`src/rtl/data_ram_arbiter.sv`:
```
// rtl/data_ram_arbiter.sv - two-master fixed-priority arbiter for the data_ram port
module data_ram_arbiter #(
  parameter int ADDR_W     = 32,
  parameter int DATA_W     = 32,
  parameter int STARVE_MAX = 8
) (
  input  logic              clk_i,
  input  logic              rst_ni,
  input  logic              m0_req_i,
  input  logic              m0_we_i,
  input  logic [ADDR_W-1:0] m0_addr_i,
  input  logic [3:0]        m0_sel_i,
  input  logic [DATA_W-1:0] m0_wdata_i,
  output logic [DATA_W-1:0] m0_rdata_o,
  output logic              m0_ack_o,
  output logic              m0_stall_o,
  input  logic              m1_req_i,
  input  logic              m1_we_i,
  input  logic [ADDR_W-1:0] m1_addr_i,
  input  logic [3:0]        m1_sel_i,
  input  logic [DATA_W-1:0] m1_wdata_i,
  input  logic              m1_lock_i,
  output logic [DATA_W-1:0] m1_rdata_o,
  output logic              m1_ack_o,
  output logic              ram_ce_o,
  output logic              ram_we_o,
  output logic [ADDR_W-1:0] ram_addr_o,
  output logic [3:0]        ram_sel_o,
  output logic [DATA_W-1:0] ram_wdata_o,
  input  logic [DATA_W-1:0] ram_rdata_i
);

  typedef enum logic {IDLE, ACCESS} state_e;

  localparam logic [7:0] STARVE_LIM = 8'(STARVE_MAX);

  state_e            state_q;
  logic              owner_q;
  logic [7:0]        starve_cnt_q;
  logic              locked_q;
  logic              ram_we_q;
  logic [ADDR_W-1:0] ram_addr_q;
  logic [3:0]        ram_sel_q;
  logic [DATA_W-1:0] ram_wdata_q;
  logic              m0_ack_q;
  logic              m1_ack_q;

  logic grant_m0_d;
  logic grant_m1_d;

  // Lock and starvation both override m0's fixed priority, lock first.
  always_comb begin
    grant_m0_d = 1'b0;
    grant_m1_d = 1'b0;
    if (m1_req_i && (locked_q || starve_cnt_q == STARVE_LIM)) begin
      grant_m1_d = 1'b1;
    end else if (m0_req_i) begin
      grant_m0_d = 1'b1;
    end else if (m1_req_i) begin
      grant_m1_d = 1'b1;
    end
  end

  always_ff @(posedge clk_i or negedge rst_ni) begin
    if (!rst_ni) begin
      state_q      <= IDLE;
      owner_q      <= 1'b0;
      starve_cnt_q <= '0;
      locked_q     <= 1'b0;
      ram_we_q     <= 1'b0;
      ram_addr_q   <= '0;
      ram_sel_q    <= '0;
      ram_wdata_q  <= '0;
      m0_ack_q     <= 1'b0;
      m1_ack_q     <= 1'b0;
    end else begin
      m0_ack_q <= grant_m0_d;
      m1_ack_q <= grant_m1_d;

      if (grant_m0_d) begin
        state_q     <= ACCESS;
        owner_q     <= 1'b0;
        ram_we_q    <= m0_we_i;
        ram_addr_q  <= m0_addr_i;
        ram_sel_q   <= m0_sel_i;
        ram_wdata_q <= m0_wdata_i;
      end else if (grant_m1_d) begin
        state_q     <= ACCESS;
        owner_q     <= 1'b1;
        ram_we_q    <= m1_we_i;
        ram_addr_q  <= m1_addr_i;
        ram_sel_q   <= m1_sel_i;
        ram_wdata_q <= m1_wdata_i;
      end else begin
        state_q  <= IDLE;
        ram_we_q <= 1'b0;
      end

      if (grant_m1_d || !m1_req_i) begin
        starve_cnt_q <= '0;
      end else if (grant_m0_d && starve_cnt_q != STARVE_LIM) begin
        starve_cnt_q <= starve_cnt_q + 8'd1;
      end

      if (grant_m1_d) begin
        locked_q <= m1_lock_i;
      end else if (!m1_req_i) begin
        locked_q <= 1'b0;
      end
    end
  end

  assign ram_ce_o    = (state_q == ACCESS);
  assign ram_we_o    = ram_we_q;
  assign ram_addr_o  = ram_addr_q;
  assign ram_sel_o   = ram_sel_q;
  assign ram_wdata_o = ram_wdata_q;

  assign m0_ack_o   = m0_ack_q;
  assign m1_ack_o   = m1_ack_q;
  assign m0_rdata_o = (m0_ack_q && !ram_we_q) ? ram_rdata_i : '0;
  assign m1_rdata_o = (m1_ack_q && !ram_we_q) ? ram_rdata_i : '0;
  assign m0_stall_o = m0_req_i & ~m0_ack_q;

  logic unused_owner;
  assign unused_owner = owner_q;

endmodule

```
`config.mk`:
```
export PLATFORM = sky130hd
export DESIGN_NAME = data_ram_arbiter
export DESIGN_NICKNAME = d
export VERILOG_FILES = /design/src/rtl/data_ram_arbiter.sv
export SDC_FILE = /design/constraint.sdc
export NUM_CORES = 1
export LEC_CHECK = 0
export ABC_AREA = 1
export ABC_CLOCK_PERIOD_IN_PS = 3920
export BUFFER_PORTS_ARGS = -buffer_cell sky130_fd_sc_hd__buf_2
export CAP_MARGIN = 20
export CORE_MARGIN = 10
export CORE_UTILIZATION = 25
export DETAILED_ROUTE_END_ITERATION = 8
export PLACE_DENSITY_LB_ADDON = 0.05
export SYNTH_ARGS = -nofsm -noshare
export SYNTH_HDL_FRONTEND = slang
export SYNTH_SLANG_ARGS = --single-unit
```
`constraint.sdc`:
```
create_clock -name clk_i -period 3.92 [get_ports clk_i]
set_input_delay 0.392 -clock clk_i [delete_from_list [all_inputs] [get_ports clk_i]]
set_output_delay 0.392 -clock clk_i [all_outputs]
set_load 0.02 [all_outputs]
```
==> impl_metrics.env <==
export IMPL_run_status="complete, no violations"
export IMPL_overflow=0
export IMPL_crit_start="starve_cnt_q[0]$_DFFE_PN0P_"
export IMPL_final_seq_area_sq_um=2027
export IMPL_row_count=50
export IMPL_yosysMostFrequentCell="nand2_1"
export IMPL_final_max_slew_viol_count=0
export IMPL_total_power_w=0.002630
export IMPL_dp_hpwl_um=15930
export IMPL_critPathMaxFanout=69
export IMPL_tightest_slew_ns=0.9424
export IMPL_clock_sinks=81
export IMPL_hold_viol=0
export IMPL_grt_pass1_vias=5514
export IMPL_yosys_top_cells_count="nand2_1 (216), inv_1 (179), nand3_1 (139)"
export IMPL_grt_pass1_wl_um=33040
export IMPL_cts_buffer_depth=2
export IMPL_rr_startpoint="starve_cnt_q[0]$_DFFE_PN0P_"
export IMPL_synth_avg_cell_area_sq_um=6.419
export IMPL_io_buffers=311
export IMPL_multiInputGateArea_sq_um=1924
export IMPL_nNetsFinal=1219
export IMPL_cts_tree="done"
export IMPL_synth_nets=930
export IMPL_synth_area_top_cells="dfrtp_1 (42%), nand2_1 (17%), nand3_1 (14%)"
export IMPL_start_util_pct=25.58
export IMPL_rrSetupSlack_ns=1.72
export IMPL_synth_area_leader_cell="dfrtp_1"
export IMPL_crit_path_end_kind="flop"
export IMPL_synth_edf_count=0
export IMPL_htree_levels=3
export IMPL_gp_congestion=0.8145
export IMPL_wl_per_cell_um=16.34
export IMPL_hold_class="input pin to asynchronous set/reset pin"
export IMPL_io_pins=312
export IMPL_drt_total_wl_um=21390
export IMPL_syn_inst=753
export IMPL_arrival_ns=2.43
export IMPL_rsz0062_at_grt="false"
export IMPL_cts_hold_buf=0
export IMPL_fp_dieH_um=159.0
export IMPL_finalCritPeriodShare_pct=56.24
export IMPL_p_per_area_nw_per_um2=378.8
export IMPL_yosysTopAreaCellShare_pct=41.94
export IMPL_grt_usage_pct=16.28
export IMPL_drc=0
export IMPL_synth_seq_cells=81
export IMPL_yosysWarnings=0
export IMPL_fill_cells=2178
export IMPL_cap_violations=0
export IMPL_setup_viol=0
export IMPL_syn_to_final_growth_pct=43.67
export IMPL_relSlewSlack_pct=37.17
export IMPL_die_x_um=159.0
export IMPL_ir_drop_mv=0.1935
export IMPL_post_cts_setup_buffers=0
export IMPL_synth_top_flop_cell="dfrtp_1"
export IMPL_critPathRequiredTime_ns=4.15
export IMPL_antenna_left=0
export IMPL_clockRootBuffer="clkbuf_16"
export IMPL_vias_per_cell=4.185
export IMPL_min_period_ns=2.204
export IMPL_vias=5478
export IMPL_clock_skew_ns=0.01043
export IMPL_synthArstFlopShare_pct=100.0
export IMPL_path_clk_slew_ns=0.07
export IMPL_fin_util_pct=36.75
export IMPL_ctsResizeCount=0
export IMPL_rr_worst_depth=8
export IMPL_p_leak_nw=4.431
export IMPL_grt_start_max_net_pins=71
export IMPL_syn_cell_area_sq_um=4833
export IMPL_slowest_delay_ns=0.65
export IMPL_crit_type="flop to flop"
export IMPL_die_area_sq_um=25300
export IMPL_antenna_found_initial=2
export IMPL_core_area_sq_um=18890
export IMPL_setup_tns_ns=0
export IMPL_drt_iter0_drc=325
export IMPL_synth_distinct_cells=24
export IMPL_r2r_end="starve_cnt_q[7]$_DFFE_PN0P_"
export IMPL_slowest_stage="buf_4"
export IMPL_worstSetupStartpointType="flop"
export IMPL_seq_area_frac_synth_pct=41.94
export IMPL_fmax_mhz=453.6
export IMPL_numCtsBuffers=9
export IMPL_clk_latency_ns=0.35
export IMPL_crit_chain="inv_1, ha_1, nand3_1, o21ai_4, buf_4, nand2_1, nand2_2, nor2_1"
export IMPL_drive_gt1_share_pct=32.57
export IMPL_drtPass1Iterations=4
[layer usage]
metal  routed length (um)  GRT usage [%]  vias to the layer above  share of wire (%)
met1                 9186          19.46                     2478                 43
met5                    0              0                        -                  0
met4                  244          4.465                        0                1.1
li1                     -              -                     2782                  -
met3                 1403          4.493                       15                6.6
met2                10560          27.99                      203                 49
[area by class of cell]
cell class                      instances  area share (%)
Antenna cell                            2         0.07207
Clock buffer                           11           3.351
Clock inverter                          5           1.153
Inverter                              182           9.838
Multi-Input combinational cell        448           27.71
Sequential cell                        81           29.19
Tap cell                              260           4.685
Timing Repair Buffer                  320           24.00
[report_power, final]
group | switching (W) | internal (W) | leakage, nW
Sequential | 0.0000457 | 0.000926 | 0.950
Combinational | 0.000487 | 0.000248 | 3.33
Clock | 0.000366 | 0.000558 | 0.146
[layout by cell type (no fill, tap or decap), drive strengths merged]
cell type	netlist	layout
nand4	1	1
o21ai	2	2
nor2	79	79
clkinvlp	0	2
a21oi	1	1
buf	25	320
o21bai	1	1
bufinv	0	2
dfrtp	81	81
nand3	139	139
clkinv	1	2
diode	0	2
xor2	1	1
nor3	2	2
or2	1	1
inv	181	181
xnor2	1	1
ha	2	2
clkbuf	17	11
nand2	218	218
[registers in the layout, indices dropped and copies added (netlist names)]
register and flops:
ram_ce_o 1, starve_cnt_q 8, ram_wdata_o 32, locked_q 1
ram_sel_o 4, m1_ack_o 1, m0_ack_o 1, ram_we_o 1
ram_addr_o 32
[how the worst max path moves through the flow]
| stage | to | slack [ns] | cells after the start |
|---|---|---|---|
| final | starve_cnt_q[7]$_DFFE_PN0P_ | 1.72 | 8 |
| after global routing | starve_cnt_q[7]$_DFFE_PN0P_ | 1.49 | 8 |
| after CTS | m1_rdata_o[18] | 1.37 | 4 |
| after detailed placement | starve_cnt_q[5]$_DFFE_PN0P_ | 1.67 | 8 |
| after global placement | m1_rdata_o[18] | 1.69 | 4 |
| after floorplan | m0_rdata_o[10] | 2.40 | 4 |
[logic make-up after synthesis]
logic type,after synthesis,share of synthesized area (%)
buffers and inverters,224,18.35
and+or+nand+nor,440,38.13
xor gates and xnor gates,2,0.3625
DFF,81,41.94
AOI/OAI and AO/OA,4,0.6989
adders and majority gates,2,0.5176
[metrics by stage]
stage	worst slack (ns)	hold slack [ns]	std cells	area (sq um)
after floorplan	2.400	0.09641	753	4833
after global placement	1.687	0.4594	1289	6571
after detailed placement	1.669	0.4595	1290	6599
after CTS	1.365	0.2229	1306	6912
after global routing	1.493	0.2428	1308	6942
final	1.716	0.1566	1309	6944
[worst max-delay path: cells and delay by family (launching register included)]
| family | cells | cell delay (ns) |
|---|---|---|
| AOI/OAI and AO/OA | 1 | 0.18 |
| adders and majority gates | 1 | 0.13 |
| DFF | 1 | 0.41 |
| and+or+nand+nor | 4 | 0.63 |
| buffers and inverters | 2 | 0.72 |
(Power assumes the default switching activity.)
